$ cat config.mk
export PLATFORM = sky130hd
export DESIGN_NAME = process_timer
export DESIGN_NICKNAME = d
export VERILOG_FILES = /design/src/rtl/process_timer.sv
export SDC_FILE = /design/constraint.sdc
export NUM_CORES = 1
export LEC_CHECK = 0
export CORE_MARGIN = 3
export CORE_UTILIZATION = 53
export CTS_CLUSTER_DIAMETER = 60
export CTS_CLUSTER_SIZE = 16
export DETAILED_ROUTE_END_ITERATION = 8
export PLACE_DENSITY_LB_ADDON = 0.05
export SYNTH_ARGS = -nofsm -noshare
export SYNTH_HDL_FRONTEND = slang
export SYNTH_SLANG_ARGS = --single-unit
$ cat constraint.sdc
create_clock -name clk -period 4.8 [get_ports clk]
set_input_delay 1.44 -clock clk [delete_from_list [all_inputs] [get_ports clk]]
set_output_delay 1.44 -clock clk [all_outputs]
set_load 0.005 [all_outputs]
$ cat src/rtl/process_timer.sv
// process_timer: measures how long the system stays in the execute state.
// A prescaler divides clk into time units of PRESCALE cycles. The result is
// held stable from the end of a measurement until the next one begins, and a
// one-cycle pulse asks the downstream BCD converter to pick it up.
// Optional feature: define PROCESS_TIMER_SAT_EN to make timeValue saturate at
// its maximum and raise a sticky overflow flag. When the macro is undefined,
// timeValue wraps modulo 2^26 and overflow stays 0.
// TIME_PRELOAD is the value loaded into timeValue on entry to RUN. Leave it at
// 0 for normal use; a non-zero value lets a bench reach the counter limit
// without millions of cycles. Reset always clears timeValue to 0.
module process_timer #(
  parameter int          PRESCALE     = 50,
  parameter logic [25:0] TIME_PRELOAD = 26'd0
) (
  input  logic        clk,
  input  logic        rst,
  input  logic [2:0]  state,
  output logic [25:0] timeValue,
  output logic        start_timeValue_convetion,
  output logic        running,
  output logic        overflow
);

  // Enough bits to hold PRESCALE itself, so PRESCALE-1 never truncates.
  localparam int PW = $clog2(PRESCALE + 1);
  localparam logic [PW-1:0] PS_LAST = PW'(PRESCALE - 1);

  localparam logic [2:0] ST_UART_READY = 3'd0;
  localparam logic [2:0] ST_EXECUTE    = 3'd4;

  typedef enum logic [1:0] {
    IDLE   = 2'd0,
    RUN    = 2'd1,
    REPORT = 2'd2,
    DONE   = 2'd3
  } fsm_t;

  fsm_t          r_fsm;
  logic [PW-1:0] r_prescale;
  logic [25:0]   r_time;
  logic          r_running;
  logic          r_pulse;

  logic          w_exec;
  logic          w_idle_req;
  logic          w_unit_done;
  logic [PW-1:0] w_prescale_inc;
  logic [25:0]   w_time_inc;

  assign w_exec         = (state == ST_EXECUTE);
  assign w_idle_req     = (state == ST_UART_READY);
  assign w_unit_done    = (r_prescale == PS_LAST);
  assign w_prescale_inc = r_prescale + PW'(1);
  assign w_time_inc     = r_time + 26'd1;

`ifdef PROCESS_TIMER_SAT_EN
  logic r_overflow;
  logic w_time_max;

  assign w_time_max = (r_time == 26'h3FFFFFF);

  // Sticky overflow: set by an increment attempt at max, cleared on RUN entry.
  always_ff @(posedge clk) begin
    if (rst) begin
      r_overflow <= 1'b0;
    end else if ((r_fsm == IDLE || r_fsm == DONE) && w_exec) begin
      r_overflow <= 1'b0;
    end else if (r_fsm == RUN && w_exec && w_unit_done && w_time_max) begin
      r_overflow <= 1'b1;
    end
  end

  assign overflow = r_overflow;
`else
  assign overflow = 1'b0;
`endif

  // Measurement FSM: owns the prescaler, the time count and the status outputs.
  always_ff @(posedge clk) begin
    if (rst) begin
      r_fsm      <= IDLE;
      r_prescale <= '0;
      r_time     <= '0;
      r_running  <= 1'b0;
      r_pulse    <= 1'b0;
    end else begin
      r_pulse <= 1'b0;
      case (r_fsm)
        IDLE: begin
          if (w_exec) begin
            r_fsm      <= RUN;
            r_prescale <= '0;
            r_time     <= TIME_PRELOAD;
            r_running  <= 1'b1;
          end
        end
        RUN: begin
          if (w_exec) begin
            if (w_unit_done) begin
              r_prescale <= '0;
`ifdef PROCESS_TIMER_SAT_EN
              if (!w_time_max) begin
                r_time <= w_time_inc;
              end
`else
              r_time <= w_time_inc;
`endif
            end else begin
              r_prescale <= w_prescale_inc;
            end
          end else begin
            // Execution ended: freeze the count and announce it once.
            r_fsm     <= REPORT;
            r_running <= 1'b0;
            r_pulse   <= 1'b1;
          end
        end
        REPORT: begin
          r_fsm <= DONE;
        end
        DONE: begin
          if (w_exec) begin
            r_fsm      <= RUN;
            r_prescale <= '0;
            r_time     <= TIME_PRELOAD;
            r_running  <= 1'b1;
          end else if (w_idle_req) begin
            r_fsm <= IDLE;
          end
        end
        default: begin
          r_fsm <= IDLE;
        end
      endcase
    end
  end

  assign timeValue                 = r_time;
  assign start_timeValue_convetion = r_pulse;
  assign running                   = r_running;

endmodule

==> results of run 1 <==
-- cells by family (layout without fill, tap and decap cells) --
kind of cell             after synthesis  count (layout)  synth area share (%)
buffers and inverters                 17              48                 3.918
AO/OA/AOI/OAI                         26              26                 9.960
adder cells (fa/ha/maj)                8               8                 5.312
multiplexers                           2               2                 1.062
other                                  1               1                0.1990
flip-flops                            36              36                 38.25
XOR/XNOR                              26              26                 12.09
AND/OR/NAND/NOR                      103             103                 29.22
-- where the power goes --
part / switching (uW) / leakage, uW / internal (uW)
clock: 103 / 0.0000380 / 69.7
combinational: 140 / 0.000404 / 83.8
sequential: 21.4 / 0.000291 / 320
-- final cells by class --
class                           count  share of cell area, %
Clock buffer                        6                  2.247
Inverter                            7                  1.151
Timing Repair Buffer               33                  14.36
Sequential cell                    36                  31.56
Multi-Input combinational cell    166                  47.73
Tap cell                           46                  2.521
Clock inverter                      2                 0.4384
-- metrics by stage --
stage	power, uW	util, %	setup slack [ps]
final	737.4	67.37	1510
after global routing	785.0	67.37	1397
after CTS	745.2	67.37	1519
after detailed placement	572.0	65.56	1169
after global placement	554.9	65.56	1223
after floorplan	514.2	-	1933
-- routing by layer --
| metal | up-vias | wire length [um] |
|---|---|---|
| met1 | 773 | 1678 |
| met3 | 7 | 186 |
| li1 | 833 | - |
| met4 | 0 | 68 |
| met2 | 38 | 2173 |
| met5 | - | 0 |
-- cell usage after synthesis (all sizes together) --
| cell | instances | area [um^2] |
|---|---|---|
| o21ai | 6 | 33.78 |
| buf | 5 | 28.77 |
| o21bai | 2 | 15.01 |
| nor3 | 7 | 35.03 |
| nand4 | 8 | 50.05 |
| or4 | 2 | 15.01 |
| a21oi | 6 | 30.03 |
| nand2 | 13 | 51.30 |
| a21o | 2 | 15.01 |
| dfxtp | 36 | 720.7 |
| xnor2 | 24 | 210.2 |
| o211ai | 1 | 7.510 |
| and2 | 1 | 6.260 |
| nor2 | 34 | 127.6 |
| a41oi | 2 | 25.03 |
| or3 | 2 | 12.51 |
| nor3b | 2 | 26.28 |
| nor2b | 1 | 6.260 |
| o21ba | 1 | 10.01 |
| a211oi | 2 | 15.01 |
| and4 | 5 | 43.79 |
| nor4b | 2 | 17.52 |
| and3 | 2 | 12.51 |
| a221oi | 1 | 8.760 |
| nand3 | 10 | 50.05 |
| o31ai | 3 | 27.52 |
| xor2 | 2 | 17.52 |
| inv | 7 | 26.28 |
| ha | 8 | 100.1 |
| and4b | 1 | 10.01 |
| nor4bb | 1 | 10.01 |
| mux2i | 2 | 20.02 |
| conb | 1 | 3.750 |
| or2b | 1 | 7.510 |
| clkbuf | 5 | 18.77 |
| nor4 | 11 | 68.82 |
-- path summary, 6_finish.rpt --
path,startpoint,to,slack (ps),cells past startpoint
worst max-delay path,state[2],timeValue[22],1510,6
worst min-delay path,running,running,490,2
worst max register to register,r_fsm[0],timeValue[22],2290,7
worst min register to register,running,running,490,2
-- registers in the layout, indices dropped and copies added (netlist names) --
name                       count
running                        1
timeValue                     26
r_prescale                     6
r_fsm                          2
start_timeValue_convetion      1
-- critical path: stages --
cell             delay [ps]
clkdlybuf4s50_1         490
nor3b_4                 360
o21ai_2                 250
or4_1                   570
or3_1                   330
a21oi_1                 140
==> results.toml, run 1 <==
[status]
status = "complete, no violations"

[sta]
finalSetupViolations = 0
max-slew-margin-rel_pct = 23.91
slew_violations = 0
worst_pin_slew_ps = 1141
hold_viol = 0
period_share_pct = 68.55
finalCriticalPeriod_ps = 3290
timing.fmax_mhz = 303.9
tns_ps = 0
rsz0062_at_grt = "false"
hold_ws_ps = 486.8
fin_worst_skew_ps = 13.00

[setup_path]
cp-start-kind = "primary input"
path_class = "in2reg"
crit_path_end_kind = "register"
worstPathArrival_ps = 3570
critPathMaxFanout = 14
worstPathRequired_ps = 5080

[detailed_routing]
drtPass1Iterations = 4
vias_per_cell = 5.578
num_vias = 1651
wl_per_cell_um = 13.88
wl_um = 4107
ant_nets = 0
first_iter_violations = 153
drc = 0

[die]
coreArea_um2 = 3390
start_util_pct = 55.59
die_h_um = 65.63
rows = 21
die_w_um = 65.63
ios = 34
dieArea_um2 = 4307

[final_layout]
fin_nets = 262
multiInputGateArea_um2 = 1090
layout_common_cells = "36 x dfxtp_1, 34 x nor2_1, 32 x clkdlybuf4s50_1"
antennaDiodeCount = 0
regArea_um2 = 720.7
fillers = 274
design_area_um2 = 2283
layout_commonest_cell = "dfxtp_1"
drive_above_1_share_pct = 6.000
final_cells = 296
area_growth_syn_to_layout_pct = 21.18

[global_routing]
grt_use_met1_pct = 23.91
antenna_found_initial = 0
grtUsageMet3_pct = 5.812
grt_pass1_vias = 1660
track_usage_pct = 21.70
grtUsageMet2_pct = 39.55
grt_max_degree = 28
grt_first_pass_wirelength_um = 7300
grt.busiest_layer = "met2"
grt_remaining_overflow = 0

[clock_tree]
clk_transition_reported_paths_ps = 100
clk_latency_ps = 350
numCtsBuffers = 5
cts_tree = "built"
post-cts-setup-buffers = 0
cts-root-buf = "clkbuf_4"
cts.hold.buffers_added = 0
h-tree-depth = 2
clkSinkCount = 36
cts.path.max_buffers = 2
cts_resized = 0

[placement]
placedCellCount = 288
io_buffers = 32
dp_hpwl_um = 3007
dpl_cell_area_um2 = 2222
finalWeightedCongestion = 0.7826

[synthesis]
ys_types = 44
synthesis.area_um2 = 1884
yosys_warnings = 0
ys_seq_elements = 36
avgSynthCellArea_um2 = 8.604
synth_cells = 219
syn_nets = 232
synth.yosys.seq_area_share_pct = 38.25

[job]
cap_violations = 0

[power_and_ir_drop]
power_density_nw_per_um2 = 322.9
p_leak_uw = 0.0007332
vdd_ir_drop_max_v = 0.0002801

[min_path]
min_path_type = "reg2reg"
No activity file was read; power rests on OpenSTA's default activity.
==> run 2, diff against run 1 <==
Settings changed: CORE_UTILIZATION 53 to 52.
Clock period 4.8 ns to 3.3 ns, I/O delays scaled along.
==> results.toml, run 2 (synthesis results as in run 1) <==
[status]
status = "complete, no violations"

[detailed_routing]
wl_um = 4299
drc = 0
vias_per_cell = 5.666
wl_per_cell_um = 14.38
ant_nets = 0
first_iter_violations = 59
num_vias = 1694
drtPass1Iterations = 4

[final_layout]
final_cells = 299
area_growth_syn_to_layout_pct = 25.90
post-route-util_pct = 69.45
drive_above_1_share_pct = 7.115
layout_commonest_cell = "dfxtp_1"
largest_register_ffs = 26
antennaDiodeCount = 0
fin_nets = 265
layout_common_cells = "36 x dfxtp_1, 34 x nor2_1, 32 x clkdlybuf4s50_1"

[die]
dieArea_um2 = 4382
start_util_pct = 55.16
die_w_um = 66.20
ios = 34
die_h_um = 66.20
rows = 21
coreArea_um2 = 3416

[sta]
period_share_pct = 79.11
max-slew-margin-rel_pct = 44.45
worst_pin_slew_ps = 833.3
finalCriticalPeriod_ps = 2611
finalSetupViolations = 0
rsz0062_at_grt = "false"
tns_ps = 0
fin_worst_skew_ps = 12.90
timing.fmax_mhz = 383.0
hold_viol = 0
slew_violations = 0

[setup_path]
path_class = "in2reg"
critPathMaxFanout = 26
cp-start-kind = "primary input"
crit_path_end_kind = "register"
worstPathRequired_ps = 3530
worstPathArrival_ps = 2840
r2r_setup_slack_ps = 880
crit_buf_inv = 3
rr_worst_depth = 6
critPathMaxStageDelay_ps = 490
worstPathCellList = "clkdlybuf4s50_1 -> nor3b_4 -> buf_4 -> or2b_1 -> o31ai_2 -> buf_4 -> nor2_1"
r2r-start = "r_fsm[0]"
rr_endpoint = "r_prescale[1]"
crit_slowest_cell = "clkdlybuf4s50_1"
crit_family = "buffers and inverters"
crit_top_cell = "buf_4"

[power_and_ir_drop]
vdd_ir_drop_max_v = 0.0004306
power_density_nw_per_um2 = 548.9
p_leak_uw = 0.0007753

[clock_tree]
post-cts-setup-buffers = 0
clkSinkCount = 36
cts-root-buf = "clkbuf_4"
numCtsBuffers = 5
cts.hold.buffers_added = 0
clk_latency_ps = 350
clk_transition_reported_paths_ps = 100
cts_tree = "built"
cts.path.max_buffers = 2
h-tree-depth = 2
cts_resized = 0

[min_path]
min_to = "running"
min_path_type = "reg2reg"
min_from = "running"
whs_path_depth = 2

[global_routing]
grt_first_pass_wirelength_um = 7562
antenna_found_initial = 0
grt_remaining_overflow = 0
track_usage_pct = 22.21
grt_max_degree = 27
grt_pass1_vias = 1691

[placement]
finalWeightedCongestion = 0.8094
dp_hpwl_um = 3182
placedCellCount = 291
io_buffers = 32

[job]
cap_violations = 0
==> run 2: layer usage <==
metal  global-route usage, %  routed length [um]  vias up
li1                        -                   -      841
met1                   24.03                1764      803
met2                   40.15                2274       37
met3                   5.272                 139       13
met4                   10.41                 120        0
met5                       0                   0        -
==> run 2: worst max-delay path by stage <==
stage / cells after the start / slack (ps) / startpoint / end
after global routing: 5 / 540 / state[2] / r_prescale[1]
after detailed placement: 5 / 310 / state[2] / r_prescale[1]
after CTS: 5 / 670 / state[2] / r_prescale[1]
after global placement: 5 / 370 / state[2] / r_prescale[1]
after floorplan: 5 / 880 / state[1] / timeValue[22]
final: 7 / 690 / state[2] / timeValue[0]
==> run 2: area by class of cell <==
cell class / count / area [um^2]
multi-input combinational: 166 / 1090
fill: 298 / 1044
sequential: 36 / 720.7
timing repair buffer: 36 / 350.3
clock inverter: 3 / 90.09
tap: 46 / 57.56
clock buffer: 5 / 37.54
inverter: 7 / 26.28
==> run 2: metrics by stage <==
step                setup WS, ps  instance area (um^2)  total power (uW)  hold slack, ps
global placement           368.9                  2245             820.1           456.0
detailed placement         310.2                  2245             844.3           470.8
finish                     689.3                  2372              1302           493.0
floorplan                  882.9                  1884             748.0           455.1
global route               542.2                  2372              1379           540.4
CTS                        665.2                  2372              1309           489.4
==> run 2: power by group <==
part	total, uW	internal, uW	switching (uW)
registers	495	465	29.9
logic	340	129	211
clock network	467	312	155
total	1300	906	396
==> run 2: worst reg2reg max path, cell delays in order (launching register included) <==
cell and delay, ps:
dfxtp_1 380, inv_1 110, ha_1 390, nor2b_1 210, o21bai_1 640, o21ai_1 340
a211oi_1 290
